--- config.mk ---
export PLATFORM = sky130hd
export DESIGN_NAME = axi_cmd_master
export DESIGN_NICKNAME = d
export VERILOG_FILES = /design/src/rtl/axi_cmd_master.sv
export SDC_FILE = /design/constraint.sdc
export NUM_CORES = 1
export LEC_CHECK = 0
export BUFFER_PORTS_ARGS = -buffer_cell sky130_fd_sc_hd__buf_2
export CAP_MARGIN = 10
export CORE_AREA = 2 2 101 103
export DETAILED_ROUTE_END_ITERATION = 16
export DIE_AREA = 0 0 103 105
export PLACE_DENSITY = 0.78
export REMOVE_ABC_BUFFERS = 1
export SLEW_MARGIN = 20
export SYNTH_ARGS = -nofsm -noshare
export SYNTH_HDL_FRONTEND = slang
export SYNTH_SLANG_ARGS = --single-unit
--- constraint.sdc ---
create_clock -name clk_100_mhz -period 1.9 [get_ports clk_100_mhz]
set_input_delay 0 -clock clk_100_mhz [delete_from_list [all_inputs] [get_ports clk_100_mhz]]
set_output_delay 0 -clock clk_100_mhz [all_outputs]
set_load 0.03 [all_outputs]
--- src/rtl/axi_cmd_master.sv ---
// rtl/axi_cmd_master.sv - single-burst AXI-style command master with pass-through data streams
// One command at a time: address phase, data beats streamed combinationally, then completion pulse.
module axi_cmd_master #(
   parameter int ADDR_W  = 32,
   parameter int DATA_W  = 32,
   parameter int TIMEOUT = 1024
) (
   input  logic              clk_100_mhz,
   input  logic              rst,
   input  logic              cmd_valid,
   output logic              cmd_ready,
   input  logic              cmd_write,
   input  logic [ADDR_W-1:0] cmd_addr,
   input  logic [7:0]        cmd_len,
   input  logic [DATA_W-1:0] wr_data,
   input  logic              wr_valid,
   output logic              wr_ready,
   output logic [DATA_W-1:0] rd_data,
   output logic              rd_valid,
   output logic              rd_last,
   input  logic              rd_ready,
   output logic              done,
   output logic [1:0]        resp,
   output logic [ADDR_W-1:0] awaddr,
   output logic              awvalid,
   input  logic              awready,
   output logic [DATA_W-1:0] wdata,
   output logic              wlast,
   output logic              wvalid,
   input  logic              wready,
   input  logic [1:0]        bresp,
   input  logic              bvalid,
   output logic              bready,
   output logic [ADDR_W-1:0] araddr,
   output logic              arvalid,
   input  logic              arready,
   input  logic [DATA_W-1:0] rdata,
   input  logic              rlast,
   input  logic              rvalid,
   output logic              rready
);

   localparam int TW = $clog2(TIMEOUT + 1);
   localparam logic [TW-1:0] TMO_LAST = TW'(TIMEOUT - 1);

   typedef enum logic [2:0] {IDLE, AW, W, B, AR, R, DONE} state_e;

   state_e            state_q, state_d;
   logic [ADDR_W-1:0] addr_q, addr_d;
   logic [7:0]        len_q, len_d;
   logic [7:0]        beat_q, beat_d;
   logic              mism_q, mism_d;
   logic [1:0]        resp_q, resp_d;
   logic [TW-1:0]     tmo_q, tmo_d;
   logic              tmo_hit, w_hs, r_hs, hs, waiting;

   always_ff @(posedge clk_100_mhz) begin
      if (rst) begin
         state_q <= IDLE;
         addr_q  <= '0;
         len_q   <= '0;
         beat_q  <= '0;
         mism_q  <= 1'b0;
         resp_q  <= 2'b00;
         tmo_q   <= '0;
      end else begin
         state_q <= state_d;
         addr_q  <= addr_d;
         len_q   <= len_d;
         beat_q  <= beat_d;
         mism_q  <= mism_d;
         resp_q  <= resp_d;
         tmo_q   <= tmo_d;
      end
   end

   // All bus-facing controls decode from the registered state, so a reset or timeout drops them on the next edge.
   assign cmd_ready = (state_q == IDLE);
   assign awvalid   = (state_q == AW);
   assign awaddr    = addr_q;
   assign wvalid    = (state_q == W) & wr_valid;
   assign wdata     = (state_q == W) ? wr_data : '0;
   assign wr_ready  = (state_q == W) & wready;
   assign wlast     = (state_q == W) & (beat_q == len_q);
   assign bready    = (state_q == B);
   assign arvalid   = (state_q == AR);
   assign araddr    = addr_q;
   assign rready    = (state_q == R) & rd_ready;
   assign rd_valid  = (state_q == R) & rvalid;
   assign rd_data   = (state_q == R) ? rdata : '0;
   assign rd_last   = (state_q == R) & rlast;
   assign done      = (state_q == DONE);
   assign resp      = resp_q;

   assign w_hs    = wvalid & wready;
   assign r_hs    = rd_valid & rready;
   assign tmo_hit = (tmo_q == TMO_LAST);

   always_comb begin
      state_d = state_q;
      addr_d  = addr_q;
      len_d   = len_q;
      beat_d  = beat_q;
      mism_d  = mism_q;
      resp_d  = resp_q;
      tmo_d   = '0;
      hs      = 1'b0;
      waiting = 1'b0;
      case (state_q)
         IDLE: begin
            if (cmd_valid) begin
               addr_d  = cmd_addr;
               len_d   = cmd_len;
               beat_d  = '0;
               mism_d  = 1'b0;
               state_d = cmd_write ? AW : AR;
            end
         end
         AW: begin
            waiting = 1'b1;
            if (awready) begin
               hs      = 1'b1;
               state_d = W;
            end
         end
         W: begin
            waiting = 1'b1;
            if (w_hs) begin
               hs     = 1'b1;
               beat_d = beat_q + 8'd1;
               if (wlast) state_d = B;
            end
         end
         B: begin
            waiting = 1'b1;
            if (bvalid) begin
               hs      = 1'b1;
               resp_d  = bresp;
               state_d = DONE;
            end
         end
         AR: begin
            waiting = 1'b1;
            if (arready) begin
               hs      = 1'b1;
               state_d = R;
            end
         end
         R: begin
            waiting = 1'b1;
            if (r_hs) begin
               hs     = 1'b1;
               beat_d = beat_q + 8'd1;
               // A full-length burst without rlast is sticky: extra beats still drain until rlast.
               if ((beat_q == len_q) && !rlast) mism_d = 1'b1;
               if (rlast) begin
                  state_d = DONE;
                  resp_d  = (mism_q || (beat_q != len_q)) ? 2'b10 : 2'b00;
               end
            end
         end
         DONE:    state_d = IDLE;
         default: state_d = IDLE;
      endcase
      if (waiting && !hs) begin
         if (tmo_hit) begin
            resp_d  = 2'b11;
            state_d = DONE;
         end else begin
            tmo_d = tmo_q + TW'(1);
         end
      end
   end

endmodule

== After elaboration in Yosys (flattened, before gate mapping) ==
Cells that the tools add are included.
Storage, ports and cells
  output and inout port bits: 141
  input port bits: 118
  bits in registers: 65
  word-level logic and storage cells: 80
Operators by class
  reduce and logical (&&, ||, !) cells: 13
  multiplexer cells: 36
  eq/ne operators: 13
  bitwise operators: 9
  add/sub/neg operators: 2
Operators with widths (count)
  32-bit two-way mux: 2
  3-bit two-way mux: 11
  8-bit two-way mux: 3
  8-bit one-hot mux with 3 select lines: 1
  3-bit one-hot mux with 6 select lines: 1
  2-bit two-way mux: 6
  11-bit by 1-bit adder with 11-bit output (second input constant): 1
  11-bit by 10-bit equality test with 1-bit output (second input constant): 1
  3-bit equality test (second input constant): 3
  1-bit two-way mux: 9
  8-bit by 1-bit adder with 8-bit output (second input constant): 1
  1-bit bitwise AND: 8
  8-bit equality test: 1
  8-bit != test: 1
  4-bit AND reduction: 2
  3-bit by 2-bit equality test with 1-bit output (second input constant): 2
  2-bit != test (second input constant): 3
  1-bit one-hot mux with 5 select lines: 1
  5-bit OR reduction: 1
  2-bit one-hot mux with 2 select lines: 1
  3-bit by 1-bit equality test with 1-bit output (second input constant): 1
  3-bit logical NOT: 1
  3-bit nonzero test: 1
  3-bit OR reduction: 1
  8 further kinds: 10

== Longest topological paths before layout ==
  depth in word-level cells: 9
  depth in mapped cells: 7
  depth with buffers taken out: 6

== Worst setup path before layout ==
OpenSTA, ideal clock, no wires.
  path kind: register to register
  start point: reg state_q[2]
  end point: reg addr_q[10] (netlist: araddr[10])
  period minus slack after synthesis: 1.960 ns
  data required time: 1.768 ns
  slack: -0.060 ns
  stages on the path, launching flop included: 7
  path buffers: 2
  data arrival time: 1.828 ns
  path through: dfxtp_1 buf_2 nor3_1 nand2_1 clkbuf_1 nand2_1 a21oi_1
Between the ends
  longest elaborated chain between the ends: 2
RTL lines
  start, declared: line 48  | state_e state_q, state_d;
  start signal, assigned: line 67  | state_q <= state_d;
  3-bit logical NOT
  net cmd_ready: line 11  | output logic cmd_ready,
  2-bit AND reduction (no line)
  end signal, assigned: line 68  | addr_q <= addr_d;
  end, declared: line 49  | logic [ADDR_W-1:0] addr_q, addr_d;
The timed path passes the listed nets, and every way through them passes these cells.
A chain may end at the register's enable or synchronous reset.

== Worst setup path after layout ==
  start point: reg state_q[2]
  end point: out rd_data[6]
Between the ends
  longest elaborated chain between the ends: 2
RTL lines
  3-bit equality test: line 90  | assign rd_data = (state_q == R) ? rdata : '0;
  32-bit two-way mux: line 90
  end, declared: line 18  | output logic [DATA_W-1:0] rd_data,
Every way passes these cells.

==> summary.txt <==
Worst setup path
  • Cell at the slowest stage of the critical path: sky130_fd_sc_hd__dfxtp_2
  • Capturing instance or port of the critical path: rd_data[6]
  • Setup slack on the worst flop-to-flop path: around 210 ps
  • Critical Path Stages: 4
  • Buffering stage count on the worst path with inverters included: 2
  • Data required time at the worst endpoint: 1900 ps
  • Sort of element at the end of the critical path: primary output
  • Launching instance or port of the critical path: state_q[2]
  • Ordered list of cells on the worst path: and3b_1 > buf_4 > and2_1 > buf_2
  • Peak fanout along the critical path: 35
  • Family of cells with the greatest summed delay on the critical path: flip-flops
  • Data arrival, critical path: 1750 ps
  • Number of cell instances on the worst register-to-register path: 5
  • CP startpoint kind: flip-flop
  • Critical register-to-register path startpoint: state_q[0]
  • Destination of the worst register-to-register timing path: tmo_q[2]
  • Crit Path Class: flip-flop to primary output
  • Highest cell delay on the worst timing path: 490 ps

Pwr
  • Fraction of power consumed by sequential logic: 41.8%
  • Maximum vdd ir drop: between 0.4 and 0.5 mV
  • Net switching share of the total power: 35.4%
  • Switch Pwr: 1.28 mW
  • Power density over cell area: 690 nW/um^2
  • Total internal power: 2.35 mW
  • Part of the total power dissipated in the clock network: 27.7%
  • Combinational group share of total power: about 30%
  • Leakage dissipation: 2.73 nW

Detailed routing
  • Remaining antenna violation count after routing: 0
  • Via count: 3944
  • TritonRoute pass-1 iters: 4
  • Routed WL: 11.0 mm
  • Detailed-route DRC error count: 0
  • Number of vias per cell: 4.56
  • Wire length per cell: 12.7 um
  • Starting DRC count in detailed routing: 142

STA
  • Tightest slew margin relative to the limit: between 70% and 80%
  • Final Worst Setup Slack: 153 ps
  • Post-Route Skew: 11.3 ps
  • Worst Max-Slew Pin Slew: 427 ps
  • Final hold violations: 0
  • Setup Viol. Count Final: 0
  • Worst hold slack: 39.1 ps
  • Crit path time final: around 1700 ps
  • Crit share post-route: 91.9%
  • Slew Limit Fails: 0
  • Max Clock Freq: 0.572 GHz

Synthesis
  • Gate count of the mapped netlist: ~460
  • Sequential cell area fraction in the yosys report: 37.7%
  • Syn. warnings: 0
  • FF+latch count, synth: 65
  • Post-Syn Area per Cell: 7.46 um^2
  • Library cells used by synthesis: 39
  • Syn Std Cell Area: approximately 3400 um^2

Placement
  • Count of input and output buffers: 258
  • Post-detailed-placement cell area: 4670 um^2
  • Number of placed cells counting well taps: 807
  • Post-DP HPWL: between 7 and 8 mm
  • Worst setup slack after placement: 151 ps
  • GP Congestion: 0.841

Layout
  • Most common library cell in the layout ignoring fill and taps: sky130_fd_sc_hd__buf_2
  • Total number of nets in the final design: about 850
  • Area of all placed cells without fillers: between 5000 and 6000 um^2
  • Final Non-Filler Cells: 865
  • Layout cell share with drive strength beyond 1: around two fifths
  • Top library cells by usage in the layout, fill and taps aside: sky130_fd_sc_hd__buf_2 (258), sky130_fd_sc_hd__nand2_1 (98), sky130_fd_sc_hd__and2_1 (69)
  • Area added between synthesis and finish: 52.7%
  • Antenna diode instance count: 0

GRT
  • Number of global-route vias before repair: 3542
  • Wire length of the first global-routing pass: ~17 mm
  • Total gr overflow: 0
  • Gr usage total: roughly a fifth
  • Antenna violations before repair: 0
  • Maximum number of pins on one net before global-route repair: 41

Hold path
  • Type of the worst min-delay path: input port to flip-flop
  • Min-Delay Path Depth: 2

CTS
  • Clock-pin slew on the worst setup and hold paths: roughly 80 ps
  • Insertion delay of the later-clocked pin in the worst-skew pair: approximately 340 ps
  • Root buf cell: sky130_fd_sc_hd__clkbuf_8
  • Clock tree from TritonCTS: done
  • CTS sink cnt: 65
  • CTS Buf Count: 9
  • # H-tree levels: 3
  • Clk buf depth: 2

Die
  • I/O pin count: 259
  • Die outline height: roughly 110 um
  • Area inside the core boundary: 9640 um^2
  • Chip Width: 103 um
  • FP Rows: 36
  • Die area: 10800 um^2
  • Effective utilization at floorplan: 35.8%

Run
  • Max capacitance violation total: 0

Outcome
  • Run status: complete, no violations
==> cell usage after synthesis (all sizes together) <==
| cell | number | share of area [%] |
|---|---|---|
| o211ai | 2 | 0.44 |
| buf | 35 | 7.6 |
| and3b | 1 | 0.25 |
| a221o | 1 | 0.29 |
| o22ai | 2 | 0.54 |
| xnor2 | 11 | 2.8 |
| inv | 6 | 0.65 |
| a21o | 1 | 0.22 |
| or3 | 2 | 0.36 |
| nand4 | 5 | 0.91 |
| nor3b | 1 | 0.22 |
| a211oi | 2 | 0.44 |
| a22oi | 2 | 0.44 |
| a211o | 1 | 0.25 |
| dfxtp | 65 | 38 |
| nand2 | 98 | 11 |
| clkbuf | 22 | 2.4 |
| a311oi | 1 | 0.25 |
| ha | 2 | 0.73 |
| and4 | 1 | 0.25 |
| nand3 | 11 | 1.6 |
| o22a | 1 | 0.25 |
| nand3b | 5 | 1.1 |
| a21oi | 49 | 7.1 |
| o221ai | 1 | 0.25 |
| o21ai | 10 | 1.6 |
| xor2 | 5 | 1.3 |
| or3b | 1 | 0.33 |
| and3 | 7 | 1.3 |
| nand2b | 1 | 0.18 |
| nor3 | 9 | 1.3 |
| nor2 | 27 | 2.9 |
| and2 | 69 | 13 |
| nor2b | 2 | 0.36 |
| a31oi | 3 | 0.54 |
==> worst min-delay path by stage <==
stage / start / endpoint / slack (ps)
6_report: rst / beat_q[1] / 40
5_1_grt: awready / state_q[1] / 20
4_1_cts: awready / state_q[1] / 20
3_5_place_dp: cmd_addr[29] / araddr[29] / 250
3_3_place_gp: cmd_addr[25] / araddr[25] / 240
2_1_floorplan: rst / araddr[0] / 70
==> power groups by stage <==
stage          clock network, mW  logic (mW)  registers, mW
2_1_floorplan                  0       0.378           1.78
3_3_place_gp                   0        1.02           1.54
3_5_place_dp                   0        1.03           1.55
4_1_cts                     1.02        1.10           1.52
5_1_grt                     1.09        1.19           1.53
6_report                    1.01        1.10           1.52
==> area by class of cell <==
type / instances / area (um^2)
timing repair buffer: 312 / 1810
multi-input combinational: 334 / 1800
inverter: 6 / 22.5
clock inverter: 4 / 20.0
sequential: 65 / 1300
tap: 133 / 166
clock buffer: 11 / 141
fill: 908 / 4370
==> what timing repair did <==
action | CTS | global route
pin swaps | 0 | 0
cloned | 0 | 0
hold buffers | 42 | 0
resized for setup | 2 | 1
hold endpoints to repair | 42 | 0
setup endpoints to repair | 27 | 1
buffers inserted | 1 | 0
==> layer usage <==
layer | vias up | GRT usage, % | wire length (um)
met5 | - | 0 | 0
met4 | 0 | 5.92 | 142
met3 | 13 | 4.28 | 920
met2 | 181 | 35.2 | 5620
met1 | 1741 | 21.4 | 4320
li1 | 2009 | - | -
==> logic make-up after synthesis <==
group                    Yosys count  synth area share (%)
AND/OR/NAND/NOR                  240                  34.3
AO/OA/AOI/OAI                     76                  12.6
buffers and inverters             63                  10.6
XOR/XNOR                          16                  4.06
adder cells (fa/ha/maj)            2                 0.726
flip-flops                        65                  37.7
==> flip-flops by register name, indices dropped and copies added (netlist names) <==
| name | cells |
|---|---|
| araddr | 32 |
| tmo_q | 11 |
| beat_q | 8 |
| len_q | 8 |
| state_q | 3 |
| resp | 2 |
| mism_q | 1 |
==> worst register-to-register path: cells and delay by family, from the launching register on <==
kind	cells	cell delay, ps
flip-flops	1	470
AND/OR/NAND/NOR	1	160
AO/OA/AOI/OAI	3	760
buffers and inverters	1	240
==> metrics by stage <==
stage / util (%) / setup TNS [ps] / power, mW
6_report: 54.6 / 0 / 3.63
3_5_place_dp: 48.4 / 0 / 2.57
3_3_place_gp: 48.4 / 0 / 2.56
4_1_cts: 54.6 / 0 / 3.64
5_1_grt: 54.6 / -0.758 / 3.81
2_1_floorplan: - / -56560 / 2.16
No activity file was read; power rests on OpenSTA's default activity.
